`config.mk`:
```
export PLATFORM = sky130hd
export DESIGN_NAME = dft_index_seq
export DESIGN_NICKNAME = d
export VERILOG_FILES = /design/src/rtl/dft_pkg.sv /design/src/rtl/dft_tw_acc.sv /design/src/rtl/dft_index_seq.sv
export SDC_FILE = /design/constraint.sdc
export NUM_CORES = 1
export LEC_CHECK = 0
export CAP_MARGIN = 25
export CORE_MARGIN = 2
export CORE_UTILIZATION = 40
export CTS_BUF_LIST = sky130_fd_sc_hd__clkbuf_4
export DETAILED_ROUTE_END_ITERATION = 6
export PLACE_DENSITY = 0.68
export SLEW_MARGIN = 20
export SYNTH_ARGS = -nofsm -noshare
export SYNTH_HDL_FRONTEND = slang
export SYNTH_HIERARCHICAL = 1
export SYNTH_SLANG_ARGS = --single-unit
export TNS_END_PERCENT = 20
```
`constraint.sdc`:
```
create_clock -name clk -period 6 [get_ports clk]
set_clock_uncertainty 0.05 [all_clocks]
set_input_delay 1.5 -clock clk [delete_from_list [all_inputs] [get_ports clk]]
set_output_delay 1.5 -clock clk [all_outputs]
set_load 0.01 [all_outputs]
```
`src/rtl/dft_pkg.sv`:
```
// Shared types and constants for the DFT index sequencer.
package dft_pkg;

  // Default width of sample count, addresses and indices.
  localparam int ADDR_W_DEFAULT = 12;

  // Largest transform length; sample_num == 0 selects it.
  localparam int DFT_LEN_MAX = 2 ** ADDR_W_DEFAULT;

  // Sequencer phase, derived from the command inputs.
  typedef enum logic [2:0] {
    ST_IDLE    = 3'd0,
    ST_LOAD    = 3'd1,
    ST_LOADED  = 3'd2,
    ST_COMPUTE = 3'd3,
    ST_DONE    = 3'd4
  } seq_state_t;

endpackage

```
`src/rtl/dft_tw_acc.sv`:
```
// Modular twiddle accumulator: tracks (n*k) mod N without a multiplier.
// Adds k on every step and subtracts N when the sum reaches N; a step that
// wraps n back to 0 restarts the accumulator at 0.
module dft_tw_acc
  import dft_pkg::*;
#(
  parameter int ADDR_W = ADDR_W_DEFAULT
) (
  input  logic              clk,
  input  logic              nrst,
  input  logic              ce_i,
  input  logic              clear_ni,   // synchronous, active-low
  input  logic              step_i,
  input  logic              n_wrap_i,
  input  logic [ADDR_W-1:0] k_i,
  input  logic [ADDR_W:0]   n_len_i,
  output logic [ADDR_W-1:0] tw_o
);

  logic [ADDR_W-1:0] tw_q, tw_d;
  logic [ADDR_W:0]   sum;

  // Next accumulator value: one extra bit keeps tw + k from overflowing.
  always_comb begin
    sum  = {1'b0, tw_q} + {1'b0, k_i};
    tw_d = tw_q;
    if (!clear_ni) begin
      tw_d = '0;
    end else if (step_i) begin
      if (n_wrap_i) begin
        tw_d = '0;
      end else if (sum >= n_len_i) begin
        tw_d = ADDR_W'(sum - n_len_i);
      end else begin
        tw_d = sum[ADDR_W-1:0];
      end
    end
  end

  // Accumulator register, frozen while ce is low.
  always_ff @(posedge clk or negedge nrst) begin
    if (!nrst) begin
      tw_q <= '0;
    end else if (ce_i) begin
      tw_q <= tw_d;
    end
  end

  assign tw_o = tw_q;

endmodule

```
`src/rtl/dft_index_seq.sv`:
```
// DFT datapath sequencer: load-phase read/write addressing, then the
// n/k/twiddle index stream for the MAC in the compute phase.
// Build option: define DFT_HALF_SPECTRUM_EN to stop at k = floor(N/2)
// (real input); otherwise k runs to N-1.
//
// Output qualification: there is no backpressure. cache_wr_en and mac_valid
// mark a beat that the consumer takes on the next rising edge with ce = 1;
// while ce is low every output holds, so a held beat is taken exactly once.
module dft_index_seq
  import dft_pkg::*;
#(
  parameter int ADDR_W = ADDR_W_DEFAULT
) (
  input  logic              clk,
  input  logic              nrst,
  input  logic              ce,
  input  logic [ADDR_W-1:0] sample_num,
  input  logic              load_nCompute,
  input  logic              clear,
  input  logic              count_n_en,
  input  logic              count_k_en,
  output logic [ADDR_W-1:0] src_rd_addr,
  output logic              cache_wr_en,
  output logic [ADDR_W-1:0] cache_wr_addr,
  output logic [ADDR_W-1:0] n_idx,
  output logic [ADDR_W-1:0] k_idx,
  output logic [ADDR_W-1:0] tw_idx,
  output logic              mac_valid,
  output logic              mac_first,
  output logic              mac_last,
  output logic              data_to_cache_loaded,
  output logic              calc_end
);

  localparam logic [ADDR_W:0] ONE     = (ADDR_W+1)'(1);
  localparam logic [ADDR_W:0] LEN_MAX = ONE << ADDR_W;

  seq_state_t state_q, state_d;

  // Counters are one bit wider so N = 2^ADDR_W is representable.
  logic [ADDR_W:0]   n_len_q, n_len_d, n_q, n_d, k_q, k_d;
  logic [ADDR_W:0]   len_sel, n_last, k_last;
  logic [ADDR_W-1:0] src_rd_addr_q, src_rd_addr_d, cache_wr_addr_q, cache_wr_addr_d;
  logic [ADDR_W-1:0] n_idx_q, n_idx_d, k_idx_q, k_idx_d, tw_idx_q, tw_idx_d;
  logic              rd_v_q, rd_v_d, cache_wr_en_q, cache_wr_en_d;
  logic              mac_valid_q, mac_valid_d, mac_first_q, mac_first_d;
  logic              mac_last_q, mac_last_d, mac_klast_q, mac_klast_d;
  logic              loaded_q, loaded_d, calc_end_q, calc_end_d;
  logic              rd_fire, beat_fire, n_wrap, final_beat;
  logic [ADDR_W-1:0] tw_cur;

  assign len_sel = (sample_num == '0) ? LEN_MAX : {1'b0, sample_num};
  assign n_last  = n_len_q - ONE;
`ifdef DFT_HALF_SPECTRUM_EN
  assign k_last  = n_len_q >> 1;
`else
  assign k_last  = n_len_q - ONE;
`endif

  // State register.
  always_ff @(posedge clk or negedge nrst) begin
    if (!nrst) begin
      state_q <= ST_IDLE;
    end else if (ce) begin
      state_q <= state_d;
    end
  end

  // Next state: clear wins; with load selected it aborts to IDLE, otherwise
  // a loaded cache (re)starts the compute sweep from k = 0.
  always_comb begin
    state_d = state_q;
    if (!clear) begin
      if (load_nCompute || state_q == ST_IDLE || state_q == ST_LOAD) begin
        state_d = ST_IDLE;
      end else begin
        state_d = ST_COMPUTE;
      end
    end else begin
      case (state_q)
        ST_IDLE:    if (rd_fire) state_d = n_wrap ? ST_LOADED : ST_LOAD;
        ST_LOAD:    if (rd_fire && n_wrap) state_d = ST_LOADED;
        ST_COMPUTE: if (final_beat) state_d = ST_DONE;
        default:    state_d = state_q;
      endcase
    end
  end

  // State decode: which kind of beat the current inputs launch.
  always_comb begin
    n_wrap     = (n_q == n_last);
    rd_fire    = clear && load_nCompute && count_n_en && (n_q < n_len_q) &&
                 (state_q == ST_IDLE || state_q == ST_LOAD);
    beat_fire  = clear && (state_q == ST_COMPUTE) && count_n_en && count_k_en;
    final_beat = beat_fire && n_wrap && (k_q == k_last);
  end

  // Datapath next values: counters, read->write pipeline, MAC beat, flags.
  always_comb begin
    n_len_d         = clear ? n_len_q : len_sel;
    n_d             = n_q;
    k_d             = k_q;
    src_rd_addr_d   = src_rd_addr_q;
    rd_v_d          = 1'b0;
    cache_wr_en_d   = 1'b0;
    cache_wr_addr_d = cache_wr_addr_q;
    n_idx_d         = n_idx_q;
    k_idx_d         = k_idx_q;
    tw_idx_d        = tw_idx_q;
    mac_valid_d     = 1'b0;
    mac_first_d     = 1'b0;
    mac_last_d      = 1'b0;
    mac_klast_d     = 1'b0;
    loaded_d        = loaded_q;
    calc_end_d      = calc_end_q;
    if (!clear) begin
      n_d             = '0;
      k_d             = '0;
      src_rd_addr_d   = '0;
      cache_wr_addr_d = '0;
      n_idx_d         = '0;
      k_idx_d         = '0;
      tw_idx_d        = '0;
      loaded_d        = 1'b0;
      calc_end_d      = 1'b0;
    end else begin
      if (rd_fire) begin
        src_rd_addr_d = n_q[ADDR_W-1:0];
        rd_v_d        = 1'b1;
        n_d           = n_q + ONE;
      end
      // Read data appears one cycle after the address: write it then.
      cache_wr_en_d = rd_v_q;
      if (rd_v_q) cache_wr_addr_d = src_rd_addr_q;
      if (cache_wr_en_q && ({1'b0, cache_wr_addr_q} == n_last)) loaded_d = 1'b1;
      if (beat_fire) begin
        n_idx_d     = n_q[ADDR_W-1:0];
        k_idx_d     = k_q[ADDR_W-1:0];
        tw_idx_d    = tw_cur;
        mac_valid_d = 1'b1;
        mac_first_d = (n_q == '0);
        mac_last_d  = n_wrap;
        mac_klast_d = (k_q == k_last);
        n_d         = n_wrap ? '0 : n_q + ONE;
        if (n_wrap) k_d = k_q + ONE;
      end
      if (mac_valid_q && mac_last_q && mac_klast_q) calc_end_d = 1'b1;
    end
  end

  // Datapath registers, frozen while ce is low.
  always_ff @(posedge clk or negedge nrst) begin
    if (!nrst) begin
      n_len_q         <= LEN_MAX;
      n_q             <= '0;
      k_q             <= '0;
      src_rd_addr_q   <= '0;
      rd_v_q          <= 1'b0;
      cache_wr_en_q   <= 1'b0;
      cache_wr_addr_q <= '0;
      n_idx_q         <= '0;
      k_idx_q         <= '0;
      tw_idx_q        <= '0;
      mac_valid_q     <= 1'b0;
      mac_first_q     <= 1'b0;
      mac_last_q      <= 1'b0;
      mac_klast_q     <= 1'b0;
      loaded_q        <= 1'b0;
      calc_end_q      <= 1'b0;
    end else if (ce) begin
      n_len_q         <= n_len_d;
      n_q             <= n_d;
      k_q             <= k_d;
      src_rd_addr_q   <= src_rd_addr_d;
      rd_v_q          <= rd_v_d;
      cache_wr_en_q   <= cache_wr_en_d;
      cache_wr_addr_q <= cache_wr_addr_d;
      n_idx_q         <= n_idx_d;
      k_idx_q         <= k_idx_d;
      tw_idx_q        <= tw_idx_d;
      mac_valid_q     <= mac_valid_d;
      mac_first_q     <= mac_first_d;
      mac_last_q      <= mac_last_d;
      mac_klast_q     <= mac_klast_d;
      loaded_q        <= loaded_d;
      calc_end_q      <= calc_end_d;
    end
  end

  dft_tw_acc #(.ADDR_W(ADDR_W)) u_tw_acc (
    .clk      (clk),
    .nrst     (nrst),
    .ce_i     (ce),
    .clear_ni (clear),
    .step_i   (beat_fire),
    .n_wrap_i (n_wrap),
    .k_i      (k_q[ADDR_W-1:0]),
    .n_len_i  (n_len_q),
    .tw_o     (tw_cur)
  );

  assign src_rd_addr          = src_rd_addr_q;
  assign cache_wr_en          = cache_wr_en_q;
  assign cache_wr_addr        = cache_wr_addr_q;
  assign n_idx                = n_idx_q;
  assign k_idx                = k_idx_q;
  assign tw_idx               = tw_idx_q;
  assign mac_valid            = mac_valid_q;
  assign mac_first            = mac_first_q;
  assign mac_last             = mac_last_q;
  assign data_to_cache_loaded = loaded_q;
  assign calc_end             = calc_end_q;

endmodule

```
After elaboration in Yosys (flattened, before gate mapping)
Cells that the tools add are included.

word-level totals
  memory bits (writable) = 0
  latch bits = 0
  register bits = 122
  bits in read-only memories = 0
  memories = 0
  output and inout bits = 66

cells by class
  div/mod/pow operators = 0
  reduce and logical (&&, ||, !) cells = 28
  shift operators = 0
  bitwise gates (word level) = 1
  $mul = 0
  add/subtract/negate cells = 5
  order comparisons = 2
  muxes and demuxes = 44
  equality and inequality tests = 16

operators with widths
  cell                                                                    count
  12-bit two-way mux                                                      14
  13-bit two-way mux                                                      8
  13-bit by 1-bit adder with 13-bit output (second input constant)        2
  13-bit equality test                                                    2
  1-bit two-way mux                                                       15
  2-bit AND reduction                                                     7
  12-bit by 12-bit adder with 13-bit output                               1
  12-bit by 13-bit equality test with 1-bit output                        1
  13-bit greater-or-equal comparator                                      1
  1-bit logical AND                                                       13
  13-bit zero test                                                        1
  13-bit < comparator                                                     1
  13-bit by 1-bit subtractor with 13-bit output (second input constant)   1
  12-bit zero test                                                        1
  3-bit two-way mux                                                       4
  2-bit by 1-bit != test with 1-bit output (second input constant)        6
  12-bit subtractor                                                       1
  3-bit one-hot mux with 3 select lines                                   1
  3-bit != test (second input constant)                                   2
  5-bit AND reduction                                                     1
  2-bit two-way mux                                                       2
  4-bit by 1-bit != test with 1-bit output (second input constant)        1
  3-bit by 1-bit equality test with 1-bit output (second input constant)  1
  3-bit by 2-bit equality test with 1-bit output (second input constant)  1
  6 further kinds                                                         8

Depth between registers and ports, before layout
  depth in word-level cells = 9
  depth in mapped cells = 14
  mapped depth without buffers = 14

Hierarchy
The synthesis kept the hierarchy.

by module, submodules not included
  module         cells an instance  area an instance (um^2)  seq. area each (um^2)  times used
  dft_index_seq  769                6,523.8                  2,753.9                1
  dft_tw_acc     226                1,826.8                  300.3                  1

Least setup slack after synthesis
No wires, ideal clock.

  path type = in2reg
  start = input clear
  end = register n_q[8]
  setup time = 0.077 ns
  path slack = 2.332 ns
  data required time = 5.873 ns
  arrival time = 3.540 ns
  cell stages on the path = 10
  cells stage by stage = clkbuf_1 and3b_1 nand3_1 a21oi_1 nand2_1 o211ai_1 a21oi_1 clkbuf_1 or4b_2 a21oi_1

on the way
  longest elaborated chain between the ends = 6

RTL lines
  item                                                RTL line              RTL
  start, declared                                     dft_index_seq.sv:19   input logic clear,
  1-bit logical AND (4 in series)                     dft_index_seq.sv:92   rd_fire = clear && load_nCompute && count_n_en && (n_q < n_len_q) &&
  3-bit by 1-bit != test with 1-bit output (no line)  --
  2-bit AND reduction (no line)                       --
  end signal, assigned                                dft_index_seq.sv:172  n_q <= n_d;
  end, declared                                       dft_index_seq.sv:41   logic [ADDR_W:0] n_len_q, n_len_d, n_q, n_d, k_q, k_d;

Parallel ways exist; a longest one is shown, timed or not.
A chain may end at the register's enable or synchronous reset.

Worst setup path after layout
  start = register n_len_q[0]
  end = register k_q[6]

on the way
  longest elaborated chain between the ends = 4

RTL lines
  item                                                RTL line              RTL
  start, declared                                     dft_index_seq.sv:41
  start signal, assigned                              dft_index_seq.sv:171  n_len_q <= n_len_d;
  13-bit by 1-bit subtractor with 13-bit output       dft_index_seq.sv:53   assign n_last = n_len_q - ONE;
  13-bit equality test                                dft_index_seq.sv:91   n_wrap = (n_q == n_last);
  2-bit by 1-bit != test with 1-bit output (no line)  --
  3-bit AND reduction (no line)                       --
  end signal, assigned                                dft_index_seq.sv:173  k_q <= k_d;
  end, declared                                       dft_index_seq.sv:41

Every way passes these cells.

==> flow_summary.json <==
{
  "synth-main-ff-cell": "dfrtp_1",
  "hp-start": "tw_idx[0]$_DFFE_PN0P_",
  "startpoint_type": "flop",
  "syn_inst": 995,
  "placement_rows": 52,
  "seq_area_frac_synth_pct": 36.6,
  "setup_viol": 0,
  "vias_per_cell": 5.90,
  "ys_warn_count": 6,
  "ant_nets": 0,
  "final_nets": 1110,
  "use_met2_pct": 37.5,
  "cts_sinks": 122,
  "finalCritPeriodShare_pct": 72.6,
  "hold-worst-slack_ps": 456,
  "drive_above_1_share_pct": 6.43,
  "cts_tree": "yes",
  "max_freq_ghz": 0.230,
  "reg2regPathDepth": 10,
  "grt.busiest_layer": "met2",
  "die_width_um": 148,
  "cp_max_fo": 16,
  "chipHeight_um": 148,
  "cts_made_buffers": 17,
  "power.leakage_nw": 4.23,
  "drt_first_pass_iters": 6,
  "grt_pass1_wl_mm": 40.2,
  "pin_count": 85,
  "rsz0062_at_grt": "false",
  "htreeDepth": 4,
  "post_cts_resized": 0,
  "drv_slew": 0,
  "crit_required_ps": 6380,
  "hold_violations": 0,
  "regToRegEndpoint": "k_q[6]$_DFFE_PN0P_",
  "syn_to_final_growth_pct": 15.0,
  "grt_start_max_net_pins": 78,
  "finalSetupTns_ps": 0,
  "grt_antenna_before_repair": 0,
  "dp.final_hpwl_mm": 18.2,
  "use_met1_pct": 31.5,
  "wirelength_mm": 25.4,
  "synth.distinct_cells": 80,
  "path_class": "flop to flop",
  "seqCellArea_sq_um": 3050,
  "wl_per_cell_um": 19.2,
  "dr.first_iter.drc_count": 611,
  "antenna_cells": 0,
  "utilization_pct": 47.1,
  "drv_cap": 0,
  "min_path_type": "flop to flop",
  "place_congestion": 0.917,
  "synth_edf_count": 0,
  "dr_total_vias": 7829,
  "multi_input_area_sq_um": 4870,
  "cts_root_buffer": "clkbuf_4",
  "portBuffers": 84,
  "powerDensity_nw_per_um2": 286,
  "grt_overflow_total": 0,
  "drc": 0,
  "fin_crit_ps": 4350,
  "grt_use_total_pct": 23.4,
  "synth_nets": 1058,
  "peakVddDrop_mv": 0.132,
  "die_area_sq_um": 22000,
  "cts.path.max_buffers": 2,
  "initial_core_util_pct": 41.0,
  "tightestPinTransition_ps": 982,
  "status": "completed",
  "reg2reg_setup_slack_ps": 1650,
  "hold_path_depth": 2,
  "grt_pass1_vias": 7276,
  "ys_seq_elements": 122,
  "min_to": "tw_idx[0]$_DFFE_PN0P_",
  "grtUsageMet3_pct": 4.57,
  "core-area_sq_um": 20400,
  "r2r-start": "n_len_q[0]$_DFFE_PN0P_",
  "cts_hold_buf": 0,
  "slew_headroom_pct": 34.5,
  "post_cts_buffers": 0,
  "clkTransAtPathRegs_ps": 110,
  "synth.avg_cell_area_sq_um": 8.39,
  "fill_cells": 2021,
  "async_flop_share_pct": 100,
  "clock_latency_ps": 550,
  "syn-cell-area_sq_um": 8350,
  "crit_path_end_kind": "flop",
  "arrival_ps": 4740
}
## where the power goes
group,internal [mW],total [mW],switching [mW]
Clock,0.195,0.511,0.316
Combinational,0.511,1.19,0.679
Sequential,0.896,1.05,0.151
Total,1.60,2.75,1.15
## cells in the final DEF, fill, tap and decap left out, drive strengths merged, types with 18 or more instances in the layout
cell	Yosys	layout
nand2	153	153
dfrtp	121	121
o21ai	93	93
clkdlybuf4s50	0	83
nand3	67	67
inv	56	56
a21oi	47	47
nor2	45	45
ha	42	42
xnor2	33	33
nor3	21	21
xor2	21	21
clkbuf	49	18
nor4	18	18
## metal layers
layer / share of wire (%) / up-vias
li1: - / 3702
met1: 43 / 3742
met2: 46 / 325
met3: 7.0 / 60
met4: 3.6 / 0
met5: 0 / -
## state kept, by name, indices dropped and copies added, names as in the netlist
register	flops
mac_last	1
data_to_cache_loaded	1
k_q	13
k_idx	12
tw_idx	12
src_rd_addr	12
u_tw_acc/tw_o	12
cache_wr_addr	12
n_q	13
rd_v_q	1
state_q	3
n_len_q	13
mac_klast_q	1
calc_end	1
mac_valid	1
cache_wr_en	1
mac_first	1
n_idx	12
## cell type report
type                       instances  area share [%]
sequential                       122            31.8
clock inverter                    11           0.873
multi-input combinational        757            50.7
clock buffer                      18            1.41
timing repair buffer              93            9.47
inverter                          56            2.19
tap                              270            3.52
## cells in the mapped netlist, types with 6 or more instances
library cell	count	area [sq um]
nand2_1	152	571
dfrtp_1	121	3030
o21ai_0	89	445
nand3_1	67	335
inv_1	56	210
clkbuf_1	49	184
a21oi_1	46	230
nor2_1	45	169
ha_1	42	526
xnor2_1	33	289
nor3_1	21	105
xor2_1	21	184
or3_1	16	100
nor4_1	15	93.8
a21o_1	14	105
nand4_1	14	87.6
a22o_1	13	114
o211ai_1	11	82.6
nand2b_1	10	62.6
and2_1	8	50.1
and3_1	8	50.1
mux2i_1	8	80.1
a2111oi_0	6	52.6
buf_1	6	22.5
or4_1	6	45.0
## worst max-delay path by stage
| stage | start | end | slack (ps) | cells past startpoint |
|---|---|---|---|---|
| final | n_len_q[0]$_DFFE_PN0P_ | k_q[6]$_DFFE_PN0P_ | 1650 | 10 |
| after global routing | n_len_q[0]$_DFFE_PN0P_ | u_tw_acc/tw_o[11]$_DFFE_PN0P_ | 1430 | 11 |
| after CTS | n_len_q[0]$_DFFE_PN0P_ | k_q[12]$_DFFE_PN0P_ | 1670 | 10 |
| after detailed placement | clear | n_q[8]$_DFFE_PN0P_ | 1390 | 10 |
| after global placement | clear | n_q[8]$_DFFE_PN0P_ | 1480 | 9 |
| after floorplan | clear | n_q[8]$_DFFE_PN0P_ | 2330 | 10 |
## cell families after synthesis
kind of cell,after synthesis,share of synthesized area (%)
AND/OR/NAND/NOR,395,23.6
AO/OA/AOI/OAI,250,20.1
multiplexers,12,1.50
adder cells (fa/ha/maj),44,6.77
XOR/XNOR,56,6.20
buffers and inverters,116,5.29
flip-flops,122,36.6
## critical path, cell delays in order, from the launching register on
cell	delay (ps)
dfrtp_1	560
inv_1	140
ha_1	450
or4b_1	650
nor4_4	360
xnor2_1	160
a2111o_1	490
or4_4	560
o21ai_4	420
a31oi_1	170
a41o_1	230
## per-stage QoR
stage	instances	setup slack [ps]	area (sq um)	total power, mW
2_1_floorplan	995	2330	8350	1.91
3_3_place_gp	1298	1480	9370	2.21
3_5_place_dp	1298	1390	9370	2.23
4_1_cts	1327	1670	9590	2.75
5_1_grt	1327	1430	9600	2.93
6_report	1327	1650	9600	2.75
No activity file was read; power rests on OpenSTA's default activity.
==> variant 1 (same settings) <==
The option `DFT_HALF_SPECTRUM_EN` is turned on by a define.
--- a/src/rtl/dft_index_seq.sv
+++ b/src/rtl/dft_index_seq.sv
@@ -6,6 +6,8 @@
 // Output qualification: there is no backpressure. cache_wr_en and mac_valid
 // mark a beat that the consumer takes on the next rising edge with ce = 1;
 // while ce is low every output holds, so a held beat is taken exactly once.
+`define DFT_HALF_SPECTRUM_EN
+
 module dft_index_seq
   import dft_pkg::*;
 #(
Formal check against the unedited RTL: no difference found for any inputs over 4 cycles, from zero or initial values and one cycle with nrst low; that may be too few to reach the edited logic, so the function may still have changed.
==> variant 1 against the unedited design <==
- cell count is 4.7% lower
- sequential cell count unchanged
- setup slack lost 0.049 ns
- wire length fell by 14%
- final area decreased by 4.1%
- die area shrank 5.2%
- utilization rose by 0.33 points
- synthesized area fell by 5.3%
- total power is 16% lower
- sequential power decreased by 6%
==> variant 1: results (changes against the unedited design) <==
[run_status]
status=complete, no violations

[layout]
nets=1049  ; -5.5%
fill_cells=1912  ; -5.4%

[synthesis]
synth.area.top_cells=dfrtp_1 38%, nand2_1 7.5%, ha_1 6.6%
ys.flop_type=dfrtp_1
avgSynthCellArea_um2=8.51  ; +1.4%
synth.net_count=992  ; -6.2%
yosysUniqueCellTypes=76  ; -5.0%
synthTopCellsByCount=158 x nand2_1, 121 x dfrtp_1, 65 x o21ai_0, 62 x inv_1, 60 x nand3_1
synth-seq-area-share_pct=38.6  ; +2.1 points

[placement]
dp_cells=1232  ; -5.1%
place_ws_ns=1.56  ; +0.170 ns
place_area_um2=8900  ; -5.0%

[route]
routed_wl_mm=21.9  ; -14%
firstDrtPassIters=5  ; -1
first_iter_violations=575  ; -5.9%
wl_per_cell_um=17.3  ; -9.5%
vias=7043  ; -10%

[hold_path]
hold_start=tw_idx[4]$_DFFE_PN0P_
whs_endpoint=tw_idx[4]$_DFFE_PN0P_

[timing]
min_period_ns=4.40  ; +0.0485 ns
holdWs_ns=0.457  ; +0.00129 ns

[global_routing]
first_global_vias=6640  ; -8.7%
grt_use_total_pct=21.9  ; -1.5 points
grt_max_degree=50  ; -36%

[setup_path]
rr_worst_depth=13  ; +3
crit_slowest_cell=dfrtp_1
max_stage_delay_ns=0.54  ; -0.11 ns
cp_top_family=compound AO/OA/AOI/OAI gates
cp.arrival_ns=4.79  ; +0.05 ns

[pwr]
power.ir.vdd_worst_mv=0.108  ; -18%
p_leak_nw=4.17  ; -1.4%

[variant 1: logic make-up (layout without fill, tap and decap cells)]
group,count (synthesis),in the layout,share of synthesized area [%]
simple gates,378,378,22.9
compound gates,195,195,16.7
flops,122,122,38.6
buf+inv,120,190,6.30
xor+xnor,64,64,7.45
fa+ha+maj,44,44,7.15
mux,6,6,0.791
[variant 1: final cells by class]
class	count	area, µm²	share of cell area [%]
Tap cell	265	332	3.60
Clock inverter	15	176	1.92
Multi-Input combinational cell	687	4360	47.4
Inverter	63	236	2.57
Timing Repair Buffer	95	921	10.0
Sequential cell	122	3050	33.2
Clock buffer	17	128	1.39
[variant 1: per-layer routing]
layer	up-vias	share of wire [%]	track usage [%]
met5	-	0	0
met4	0	3.6	9.96
met3	60	5.2	4.21
met2	218	47	33.9
met1	3379	45	29.7
li1	3386	-	-
[variant 1: where the power goes]
part	switching (mW)	internal [mW]	total (mW)
sequential	0.108	0.881	0.989
combinational	0.389	0.307	0.696
clock	0.335	0.289	0.624
total	0.833	1.48	2.31
==> variant 2 (same flow settings) <==
Without the edit above. Reset style: synchronous (`nrst`), changed in 3 clocked blocks.
--- a/src/rtl/dft_tw_acc.sv
+++ b/src/rtl/dft_tw_acc.sv
@@ -38,7 +38,7 @@
   end
 
   // Accumulator register, frozen while ce is low.
-  always_ff @(posedge clk or negedge nrst) begin
+  always_ff @(posedge clk) begin
     if (!nrst) begin
       tw_q <= '0;
     end else if (ce_i) begin
--- a/src/rtl/dft_index_seq.sv
+++ b/src/rtl/dft_index_seq.sv
@@ -58,7 +58,7 @@
 `endif
 
   // State register.
-  always_ff @(posedge clk or negedge nrst) begin
+  always_ff @(posedge clk) begin
     if (!nrst) begin
       state_q <= ST_IDLE;
     end else if (ce) begin
@@ -149,7 +149,7 @@
   end
 
   // Datapath registers, frozen while ce is low.
-  always_ff @(posedge clk or negedge nrst) begin
+  always_ff @(posedge clk) begin
     if (!nrst) begin
       n_len_q         <= LEN_MAX;
       n_q             <= '0;
Formal check against the unedited RTL: differs if nrst is asserted again (counterexample within 4 cycles, from zero or initial values and one cycle with nrst low); with nrst held inactive, the same outputs for 4 cycles.
==> variant 2 against the unedited design <==
- count of clock-buffer cells in the layout rose by 2
- final area fell by 5.5%
- synthesized area fell by 6.8%
- setup slack got worse by 0.24 ns
- wire length fell by 5.7%
- sequential cell count did not move
- global-route usage barely moved
- critical endpoint is now u_tw_acc/tw_o[11]$_SDFFE_PN0P_
- largest cell class unchanged
Power is not compared: it rests on default switching activity, and its combinational part moved more than twofold at a synthesized area within 25%.
==> variant 2: results (changes against the unedited design) <==
[hold_path]
worstHoldPathType=reg -> reg
hold_start=u_tw_acc/tw_o[4]$_SDFFE_PN0P_

[timing]
tightest_slew_ns=1.03  ; +0.0432 ns

[route]
firstDrtPassIters=5  ; -1
routed_wl_mm=24.0  ; -5.7%
vias=7158  ; -8.6%
wl_per_cell_um=19.1  ; -0.34%
met2_wirelength_mm=11.3  ; -4.0%
wl_met1_mm=10.6  ; -3.2%

[synthesis]
async_flop_share_pct=0  ; -100 points
yosysUniqueCellTypes=79  ; -1.3%
synth.net_count=988  ; -6.6%
synth.largest_area_cell=dfxtp_1
synthTopCellsByCount=122 x dfxtp_1, 71 x nand2_1, 69 x nor2b_1, 61 x a22oi_1, 50 x clkbuf_1
synth-xor-area-share_pct=9.00  ; +2.8 points
synth.area.top_cells=dfxtp_1 31%, ha_1 6.8%, a22oi_1 5.9%
synth_compound_area_share_pct=20.7  ; +0.60 points
syn_inst=925  ; -7.0%
synth_fa_ha_area_share_pct=7.27  ; +0.49 points
synth_mux_area_share_pct=1.30  ; -0.20 points

[setup_path]
r2r_start=n_len_q[0]$_SDFFE_PN0P_
cp.arrival_ns=5.05  ; +0.31 ns
crit_slowest_cell=nor4_2
crit_fanout=12  ; -4

[placement]
dp_hpwl_mm=17.6  ; -3.6%
dp_cells=1222  ; -5.9%
place_congestion=0.966  ; +5.4%

[layout]
fill_cells=1905  ; -5.7%
drive_above_1_share_pct=6.36  ; -0.070 points
nets=1040  ; -6.3%

[clocking]
root_buffer=clkbuf_4

[global_routing]
grt_pass1_wl_mm=37.3  ; -7.1%
first_global_vias=6746  ; -7.3%
grt_use_total_pct=23.4  ; +0.046 points
grt_max_degree=62  ; -21%

[run_status]
status=complete, no violations

## variant 2: power by group through the flow
| stage | Sequential [mW] | Clock [mW] | Combinational (mW) |
|---|---|---|---|
| 6_report | 0.833 | 0.631 | 0.300 |
| 4_1_cts | 0.833 | 0.639 | 0.296 |
| 5_1_grt | 0.835 | 0.674 | 0.327 |
| 2_1_floorplan | 0.839 | 0 | 0.230 |
| 3_5_place_dp | 0.851 | 0 | 0.294 |
| 3_3_place_gp | 0.851 | 0 | 0.291 |
## variant 2: kinds of logic (layout without fill, tap and decap cells)
family          after synthesis  count (layout)
simple gates                346             346
fa+ha+maj                    44              44
compound gates              235             235
buf+inv                      99             164
flops                       122             122
xor+xnor                     69              69
mux                          10              10
## variant 2: final cells by class
class,count,share of cell area [%]
Clock inverter,12,1.66
Clock buffer,20,1.66
Sequential cell,122,26.9
Tap cell,265,3.66
Multi-Input combinational cell,704,54.5
Timing Repair Buffer,93,9.97
Inverter,39,1.61
## variant 2: metal layers
metal,vias to the layer above,track usage [%]
li1,3458,-
met1,3425,30.1
met2,227,38.9
met3,48,4.53
met4,0,9.03
met5,-,0
## variant 2: worst paths after layout
path	end	slack, ns	cells past startpoint
max reg2reg	u_tw_acc/tw_o[11]$_SDFFE_PN0P_	1.41	12
max	u_tw_acc/tw_o[11]$_SDFFE_PN0P_	1.41	12
min reg2reg	u_tw_acc/tw_o[4]$_SDFFE_PN0P_	0.44	2
min	u_tw_acc/tw_o[4]$_SDFFE_PN0P_	0.44	2
## variant 2: per-stage QoR
| step | utilization [%] | hold WS [ns] | instance area (µm²) | worst slack (ns) |
|---|---|---|---|---|
| after floorplan | - | 0.392 | 7780 | 2.26 |
| after global placement | 45.4 | 0.430 | 8750 | 1.36 |
| after detailed placement | 45.4 | 0.423 | 8750 | 1.27 |
| after CTS | 47.0 | 0.445 | 9050 | 1.43 |
| after global routing | 47.1 | 0.481 | 9070 | 1.15 |
| final | 47.1 | 0.440 | 9070 | 1.41 |
## variant 2: worst min-delay path: stages, from the launching register on
cell and delay [ns]:
dfxtp_1 0.34, nand2_1 0.06, o21ai_1 0.05
